File: src/rtl/mem_wait_bridge.sv
// Req/ack bridge between a single-cycle memory strobe interface and a wait-state memory.
// Holds the controller with stall and aborts unanswered accesses after TIMEOUT wait cycles.
module mem_wait_bridge #(
  parameter int WIDTH   = 8,
  parameter int AWIDTH  = 8,
  parameter int TIMEOUT = 15
) (
  input  logic              clk,
  input  logic              reset,
  input  logic [AWIDTH-1:0] cpu_adr,
  input  logic [WIDTH-1:0]  cpu_wd,
  input  logic              cpu_memread,
  input  logic              cpu_memwrite,
  output logic [WIDTH-1:0]  cpu_rd,
  output logic              stall,
  output logic [AWIDTH-1:0] mem_adr,
  output logic [WIDTH-1:0]  mem_wd,
  output logic              mem_we,
  output logic              mem_req,
  input  logic              mem_ack,
  input  logic [WIDTH-1:0]  mem_rd,
  output logic              err
);

  localparam int CW = $clog2(TIMEOUT + 1);

  typedef enum logic [1:0] {
    S_IDLE = 2'd0,
    S_WAIT = 2'd1,
    S_DONE = 2'd2
  } state_t;

  state_t            state_q, state_d;
  logic [CW-1:0]     cnt_q, cnt_d;
  logic [WIDTH-1:0]  cpu_rd_q, cpu_rd_d;
  logic [AWIDTH-1:0] mem_adr_q, mem_adr_d;
  logic [WIDTH-1:0]  mem_wd_q, mem_wd_d;
  logic              mem_we_q, mem_we_d;
  logic              mem_req_q, mem_req_d;
  logic              err_q, err_d;
  logic              cpu_req;

  assign cpu_req = cpu_memread | cpu_memwrite;

  always_ff @(posedge clk) begin
    if (reset) begin
      state_q   <= S_IDLE;
      cnt_q     <= '0;
      cpu_rd_q  <= '0;
      mem_adr_q <= '0;
      mem_wd_q  <= '0;
      mem_we_q  <= 1'b0;
      mem_req_q <= 1'b0;
      err_q     <= 1'b0;
    end else begin
      state_q   <= state_d;
      cnt_q     <= cnt_d;
      cpu_rd_q  <= cpu_rd_d;
      mem_adr_q <= mem_adr_d;
      mem_wd_q  <= mem_wd_d;
      mem_we_q  <= mem_we_d;
      mem_req_q <= mem_req_d;
      err_q     <= err_d;
    end
  end

  always_comb begin
    state_d   = state_q;
    cnt_d     = cnt_q;
    cpu_rd_d  = cpu_rd_q;
    mem_adr_d = mem_adr_q;
    mem_wd_d  = mem_wd_q;
    mem_we_d  = mem_we_q;
    mem_req_d = mem_req_q;
    err_d     = err_q;

    unique case (state_q)
      S_IDLE: begin
        if (cpu_req) begin
          // A simultaneous read and write is treated as a write.
          mem_adr_d = cpu_adr;
          mem_wd_d  = cpu_wd;
          mem_we_d  = cpu_memwrite;
          mem_req_d = 1'b1;
          cnt_d     = '0;
          state_d   = S_WAIT;
        end
      end
      S_WAIT: begin
        if (mem_ack) begin
          if (!mem_we_q) cpu_rd_d = mem_rd;
          mem_req_d = 1'b0;
          state_d   = S_DONE;
        end else if (cnt_q == CW'(TIMEOUT - 1)) begin
          // Aborted reads return all ones so the fault is visible downstream.
          err_d = 1'b1;
          if (!mem_we_q) cpu_rd_d = '1;
          mem_req_d = 1'b0;
          state_d   = S_DONE;
        end else begin
          cnt_d = cnt_q + CW'(1);
        end
      end
      S_DONE: begin
        state_d = S_IDLE;
      end
      default: begin
        mem_req_d = 1'b0;
        state_d   = S_IDLE;
      end
    endcase
  end

  assign stall   = ~reset & ((state_q == S_WAIT) | ((state_q == S_IDLE) & cpu_req));
  assign cpu_rd  = cpu_rd_q;
  assign mem_adr = mem_adr_q;
  assign mem_wd  = mem_wd_q;
  assign mem_we  = mem_we_q;
  assign mem_req = mem_req_q;
  assign err     = err_q;

endmodule

File: config.mk
export PLATFORM = sky130hd
export DESIGN_NAME = mem_wait_bridge
export DESIGN_NICKNAME = d
export VERILOG_FILES = /design/src/rtl/mem_wait_bridge.sv
export SDC_FILE = /design/constraint.sdc
export NUM_CORES = 1
export LEC_CHECK = 0
export ABC_AREA = 1
export ABC_CLOCK_PERIOD_IN_PS = 1200
export CAP_MARGIN = 10
export CORE_MARGIN = 1
export CORE_UTILIZATION = 38
export CTS_CLUSTER_DIAMETER = 200
export CTS_CLUSTER_SIZE = 12
export DETAILED_ROUTE_END_ITERATION = 6
export GPL_TIMING_DRIVEN = 0
export HOLD_SLACK_MARGIN = 0.06
export PLACE_DENSITY_LB_ADDON = 0.12
export RECOVER_POWER = 100
export SLEW_MARGIN = 20
export SYNTH_ARGS = -nofsm -noshare
export SYNTH_HDL_FRONTEND = slang
export SYNTH_SLANG_ARGS = --single-unit
File: constraint.sdc
create_clock -name clk -period 1.2 [get_ports clk]
set_input_delay 0.12 -clock clk [delete_from_list [all_inputs] [get_ports clk]]
set_output_delay 0.12 -clock clk [all_outputs]
set_load 0.1 [all_outputs]
* Word-level counts from Yosys, hierarchy flattened
Index checks and enable logic that the tools add are counted.
** Storage, ports and cells
- Output and inout port bits :: 28
- Flip-flop bits (word level) :: 33
- Word-level logic and storage cells :: 49
** Operators by class
- Reduce and logical (&&, ||, !) cells :: 9
- Bitwise logic cells :: 8
- Equality and inequality tests :: 7
- $add $sub $neg :: 1
- Muxes and demuxes :: 16
** Operators by type and width (count)
- $mux W8 :: 4
- $mux W4 :: 3
- $reduce_and A3 Y1 :: 3
- $pmux W4 S2 :: 1
- $mux W2 :: 3
- $ne A2 B2 Y1 const B :: 3
- $add A4 B1 Y4 const B :: 1
- $eq A4 B4 Y1 const B :: 1
- $not A1 Y1 :: 4
- $pmux W2 S2 :: 1
- $reduce_and A2 Y1 :: 2
- $reduce_and A4 Y1 :: 1
- $reduce_bool A2 Y1 :: 2
- $mux W1 :: 3
- $ne A3 B3 Y1 const B :: 1
- $pmux W1 S3 :: 1
- $and A1 B1 Y1 :: 2
- $eq A2 B1 Y1 const B :: 1
- $eq A2 B2 Y1 const B :: 1
- $logic_not A2 Y1 :: 1
- $or A1 B1 Y1 :: 2

* Longest topological paths before layout
Gate-level depths: netlist of the first run.
- Word-level depth :: 4
- Mapped depth :: 10
- Gate-level depth less buffers :: 10

* Least setup slack after synthesis of the first run
No wires, ideal clock.
- Path kind :: reg2reg
- Start :: register mem_we_q, in the netlist mem_we
- End :: register cpu_rd_q[0], in the netlist cpu_rd[0]
- Setup slack :: -654 ps
- Data arrival time :: 1734 ps
- Cell stages (with the launch flop) :: 4
- Cells stage by stage :: dfxtp_1 clkinv_1 nand3_4 a21oi_1
** Between the ends
- Cells in the longest elaborated chain, start to end :: 2
** Ends and longest elaborated chain
- from (decl) :: line 38 : logic mem_we_q, mem_we_d;
- from (signal assigned) :: line 61 : mem_we_q <= mem_we_d;
- $not A1 Y1 (no source line)
- $reduce_and A3 Y1 (no source line)
- to (signal assigned) :: line 58 : cpu_rd_q <= cpu_rd_d;
- to (decl) :: line 35 : logic [WIDTH-1:0] cpu_rd_q, cpu_rd_d;
Every way passes these cells.
A chain may end at the register's enable or synchronous reset.

* Worst setup path in the final report of the first run
- Start :: register state_q[0]
- End :: output port stall
** Between the ends
- Cells in the longest elaborated chain, start to end :: 4
** Ends and longest elaborated chain
- from (decl) :: line 33 : state_t state_q, state_d;
- from (signal assigned) :: line 56 : state_q <= state_d;
- $logic_not A2 Y1 :: line 114 : assign stall = ~reset & ((state_q == S_WAIT) | ((state_q == S_IDLE) & cpu_req));
- $and A1 B1 Y1 :: line 114
- $or A1 B1 Y1 * :: line 114
- $and A1 B1 Y1 * :: line 114
- to (decl) :: line 15 : output logic stall,
Every way passes the cells marked *; elsewhere a longest branch is shown, timed or not.

==> results of run 1 <==
==> power groups by stage <==
stage / Combinational [mW] / Clock (mW) / Sequential, mW
after floorplan: 0.310 / 0 / 1.90
after CTS: 1.21 / 0.801 / 1.25
after global routing: 1.30 / 0.853 / 1.27
after global placement: 1.24 / 0 / 1.28
final: 1.23 / 0.767 / 1.25
after detailed placement: 1.24 / 0 / 1.28
==> synth_stat cells (all sizes together) <==
master	number	area (sq um)
clkinv	1	3.750
buf	4	46.29
a31oi	1	6.260
clkbuf	2	7.510
inv	29	113.9
nand2	27	123.9
a21oi	10	50.05
o21ai	19	95.09
dfxtp	33	660.6
nand4	8	50.05
ha	2	25.02
nand3	9	57.56
or2	1	6.260
xor2	1	8.760
nor2	39	151.4
==> per-layer routing <==
| layer | global-route usage (%) | vias to the layer above | share of wire (%) |
|---|---|---|---|
| li1 | - | 717 | - |
| met4 | 6.105 | 0 | 1.0 |
| met3 | 4.562 | 4 | 5.0 |
| met2 | 30.84 | 31 | 50 |
| met5 | 0 | - | 0 |
| met1 | 20.76 | 643 | 44 |
==> cell families after synthesis <==
family	after synthesis	synth area share [%]
buf+inv	36	12.19
flops	33	46.97
compound gates	30	10.77
simple gates	84	27.67
xor+xnor	1	0.6229
fa+ha+maj	2	1.779
==> metrics by stage <==
stage / setup TNS (ns) / total power [mW] / cells
after detailed placement: -18.09 / 2.527 / 287
after CTS: -0.1627 / 3.262 / 299
after global routing: -0.5427 / 3.417 / 299
final: -0.1003 / 3.252 / 299
after global placement: -17.79 / 2.520 / 287
after floorplan: -0.009671 / 2.213 / 186
==> critical path: cells and delay by family (launching register included) <==
kind                   cells  cell delay (ns)
and+or+nand+nor            4             0.30
buffers and inverters      2             0.23
DFF                        1             0.36
==> registers in the layout (all words and copies together) (netlist names) <==
| register | flops |
|---|---|
| cpu_rd | 8 |
| mem_adr | 8 |
| mem_wd | 8 |
| cnt_q | 4 |
| state_q | 2 |
| err | 1 |
| mem_req | 1 |
| mem_we | 1 |
==> final cells by class <==
cell class              count  share of cell area (%)
multi-input cells         117                   32.47
flip-flops and latches     33                   32.41
repair buffers             60                   21.49
inverters                  30                   5.661
clock buffers               8                   3.697
well taps                  46                   2.657
plain buffers               5                   1.618
==> cell usage in the layout (no fill, tap or decap), types with 3 or more instances in the layout <==
| master | instances |
|---|---|
| inv_1 | 22 |
| clkbuf_1 | 4 |
| o21ai_1 | 3 |
| nand4_1 | 8 |
| inv_2 | 5 |
| a21oi_2 | 8 |
| dfxtp_1 | 4 |
| nand2_2 | 3 |
| clkbuf_8 | 5 |
| nor2_1 | 37 |
| dfxtp_2 | 27 |
| nand2_4 | 5 |
| o21ai_0 | 15 |
| nand3_1 | 6 |
| clkdlybuf4s50_1 | 26 |
| buf_2 | 27 |
| nand2_1 | 17 |
| buf_4 | 5 |
==> how the worst max path moves through the flow <==
| stage | start | to | slack [ns] | depth (start not counted) |
|---|---|---|---|---|
| floorplan | cpu_rd[0] | cpu_rd[0] | -0.01 | 2 |
| global placement | reset | stall | -1.42 | 6 |
| CTS | state_q[0] | stall | -0.13 | 6 |
| global route | state_q[1] | stall | -0.14 | 6 |
| detailed placement | reset | stall | -1.42 | 6 |
| finish | state_q[0] | stall | -0.10 | 6 |
==> timing repair <==
action	4_1_cts	5_1_grt
pin swaps	3	7
buffers inserted	5	1
setup endpoints to repair	39	31
gates resized for setup	157	28
==> impl_metrics.tcl, run 1 <==
set metrics [dict create \
    holdCritStartpoint "mem_ack" \
    die_area_sq_mm 0.003948 \
    drt_first_pass_iters 4 \
    antennaDiodeCount 0 \
    skew_ns 0.004739 \
    leakage_nw 0.9917 \
    slew_headroom_pct 66.67 \
    drive_gt1_share_pct 40.32 \
    worstPathRequired_ns 1.08 \
    final_net_count 283 \
    cp_common_cell "nand2_8" \
    max_freq_mhz 769.1 \
    outcome "finished with violations" \
    cp.arrival_ns 1.18 \
    p_seq_share_pct 38.6 \
    min_to "state_q[1]" \
    worst_r2r_path_depth 9 \
    row_count 21 \
    multi_input_area_sq_um 703.2 \
    drt_iter0_drc 45 \
    min_period_ns 1.300 \
    critPathSlowestCell "dfxtp_4" \
    fin_hold_ws_ns 0.1642 \
    chipWidth_um 62.84 \
    setup-violations-final 1 \
    p_clk_share_pct 23.6 \
    start_util_pct 40.86 \
    finalHoldViolCount 0 \
    p_comb_share_pct 37.8 \
    clockBufferDepth 2 \
    powerDensity_mw_per_mm2 1501 \
    fill_cells 335 \
    path_clk_slew_ns 0.06 \
    holdPathStages 3 \
    clock-sinks 33 \
    clock-root-buffer "clkbuf_8" \
    ys_ff_latch 33 \
    ys.warnings.count 0 \
    wl_per_cell_um 11.33 \
    antenna_found_initial 0 \
    ant_nets 0 \
    grt.total_usage_pct 17.68 \
    path_class "register to output port" \
    hold_class "input pin to register" \
    routed_wirelength_um 3389 \
    critPathLaunchType "register" \
    viasPerCell 4.666 \
    syn_nets 217 \
    postPlaceCellArea_sq_mm 0.002068 \
    cp_max_fo 3 \
    avgSynthCellArea_sq_um 7.561 \
    post-route-util_pct 62.92 \
    synth.distinct_cells 24 \
    r2r_setup_slack_ns 0.01 \
    netSwitchingFraction_pct 41.35 \
    grt_max_degree 11 \
    max_stage_delay_ns 0.36 \
    io_buffers 55 \
    syn_inst 186 \
    io_pins 57 \
    vias 1395 \
    fin_ws_ns -0.1003 \
    die_y_um 62.84 \
    clkLatencyLatePin_ns 0.27 \
    p_switching_mw 1.345 \
    synth_area_sq_mm 0.001406 \
    cts_tree "built" \
    final.period_utilization_pct 108.4 \
    gp_congestion 0.7409 \
    grt_pass1_vias 1283 \
    peakVddDrop_v 0.0008640 \
    final_area_sq_mm 0.002166 \
    rsz0062_at_grt "yes" \
    grt.overflow.total 0 \
    drc 0 \
    power.internal_mw 1.907 \
    r2r_end "cnt_q[2]" \
    dp.final_hpwl_um 2334 \
    maxCapViolCount 0 \
    violations "negative setup slack" \
    grt_pass1_wl_um 5506 \
    crit_chain "nor2_4, nand2_4, inv_8, nand2_8, nand2_8, buf_12" \
    worstMarginPinSlew_ns 0.4999 \
    numCtsBuffers 5 \
    seq_area_sq_um 701.9 \
    finalMaxSlewViolations 0 \
    htreeDepth 2 \
    hold_buffers 0 \
    worstReg2RegStart "state_q[0]" \
    area_delta_synth_final_pct 54.00 \
    core_area_sq_mm 0.003442 \
    cp-end-kind "output port" \
    synth-seq-area-share_pct 46.98 \
    place_ws_ns -1.424 \
]
Note: power is estimated with default switching activity, not from simulation.
==> run 2: changes to the inputs <==
--- a/config.mk
+++ b/config.mk
@@ -10,13 +10,14 @@
 export CAP_MARGIN = 10
 export CORE_MARGIN = 1
 export CORE_UTILIZATION = 38
-export CTS_CLUSTER_DIAMETER = 200
+export CTS_CLUSTER_DIAMETER = 80
 export CTS_CLUSTER_SIZE = 12
 export DETAILED_ROUTE_END_ITERATION = 6
 export GPL_TIMING_DRIVEN = 0
 export HOLD_SLACK_MARGIN = 0.06
 export PLACE_DENSITY_LB_ADDON = 0.12
 export RECOVER_POWER = 100
+export REMOVE_ABC_BUFFERS = 1
 export SLEW_MARGIN = 20
 export SYNTH_ARGS = -nofsm -noshare
 export SYNTH_HDL_FRONTEND = slang
==> impl_metrics.tcl, run 2 (same netlist as run 1, synthesis figures left out) <==
set metrics [dict create \
    outcome "finished with violations" \
    violations "negative setup slack" \
    wl_per_cell_um 11.50 \
    row_count 21 \
    chipWidth_um 62.84 \
    final_common_cell "nor2_1" \
    skew_ns 0.006831 \
    clockBufferDepth 2 \
    slew_headroom_pct 67.11 \
    drt_iter0_drc 58 \
    fin_ws_ns -0.1147 \
    grt.total_usage_pct 19.15 \
    vias 1348 \
    viasPerCell 4.508 \
    cp_max_fo 3 \
    routed_wirelength_um 3438 \
    grt_pass1_wl_um 5809 \
    core_area_sq_mm 0.003442 \
    powerDensity_mw_per_mm2 1544 \
    io_buffers 56 \
    final_area_sq_mm 0.002107 \
    drc 0 \
    hold_class "input pin to register" \
    grt_pass1_vias 1233 \
    cp-end-kind "output port" \
    ant_nets 0 \
    dp.final_hpwl_um 2158 \
    cp.arrival_ns 1.19 \
    clock-sinks 33 \
    max_freq_mhz 760.6 \
    clock-root-buffer "clkbuf_8" \
    die_area_sq_mm 0.003948 \
    clkLatencyLatePin_ns 0.29 \
    grt_max_degree 19 \
    min_period_ns 1.315 \
    rsz0062_at_grt "yes" \
    antenna_found_initial 0 \
    power.total_mw 3.253 \
    leakage_nw 0.9918 \
    drt_first_pass_iters 4 \
    placedCellCount 282 \
    drive_gt1_share_pct 27.27 \
    io_pins 57 \
    peakVddDrop_v 0.001066 \
    path_clk_slew_ns 0.06 \
    stdcell_count 299 \
    fill_cells 344 \
    die_y_um 62.84 \
    cts_tree "built" \
    final_cell_mix "nor2_1 (37), dfxtp_1 (29), clkdlybuf4s50_1 (26)" \
    postPlaceCellArea_sq_mm 0.001971 \
    numCtsBuffers 5 \
    critPathLaunchType "register" \
    start_util_pct 40.86 \
    finalHoldViolCount 0 \
    final.period_utilization_pct 109.6 \
    gp_congestion 0.8421 \
    grt.overflow.total 0 \
    antennaDiodeCount 0 \
    finalMaxSlewViolations 0 \
    worstMarginPinSlew_ns 0.4968 \
    worstPathRequired_ns 1.08 \
    post-route-util_pct 61.21 \
    path_class "register to output port" \
    setup-violations-final 2 \
    htreeDepth 2 \
    maxCapViolCount 0 \
    fin_hold_ws_ns 0.3178 \
    final_net_count 283 \
    hold_buffers 0 \
    area_delta_synth_final_pct 49.82 \
]
## run 2: stage by stage
| stage | TNS [ns] | worst slack (ns) |
|---|---|---|
| 6_report | -0.1533 | -0.1147 |
| 5_1_grt | -0.6609 | -0.1801 |
| 4_1_cts | -0.1433 | -0.1142 |
| 3_5_place_dp | -25.05 | -1.594 |
| 3_3_place_gp | -24.75 | -1.610 |
| 2_1_floorplan | -5.928 | -0.6614 |
## run 2: path summary, 6_finish.rpt
check | cells past startpoint | slack (ns) | to | start
setup / recovery | 6 | -0.11 | stall | state_q[1]
hold / removal | 3 | 0.32 | state_q[1] | mem_ack
setup reg to reg | 9 | -0.04 | cnt_q[2] | state_q[1]
hold reg to reg | 2 | 0.44 | cpu_rd[4] | cpu_rd[4]
## run 2: where the power goes
part	switching, mW	internal, mW
combinational	0.923	0.290
clock	0.397	0.401
sequential	0.0511	1.19
## run 2: routing by layer
| layer | GRT usage [%] | wire [um] | part of all wire [%] |
|---|---|---|---|
| met4 | 8.721 | 52 | 1.5 |
| met2 | 28.94 | 1517 | 44 |
| met3 | 6.934 | 182 | 5.3 |
| met5 | 0 | 0 | 0 |
| met1 | 24.08 | 1686 | 49 |
## run 2: what timing repair did
action	CTS	global route
pin swaps	3	3
gates cloned	1	0
buffers inserted	6	2
setup endpoints to repair	58	27
gates resized for setup	163	26
endpoints found under the hold margin	0	0
## run 2: cell type report
cell class                 count  area (sq um)  share of cell area, %
sequential                    33         670.6                  31.83
multi-input combinational    117         638.1                  30.29
timing repair buffer          64         526.8                  25.00
inverter                      30         123.9                  5.879
clock buffer                   6         72.57                  3.444
tap                           46         57.56                  2.732
clock inverter                 2         10.01                 0.4751
timing repair inverter         1         7.507                 0.3563
## run 2: worst max-delay path: stages (launching register included)
cell and delay [ns]:
dfxtp_4 0.36, nor2_4 0.13, nand2_4 0.08, inv_8 0.06, nand2_4 0.04, nand2_4 0.07
buf_12 0.16
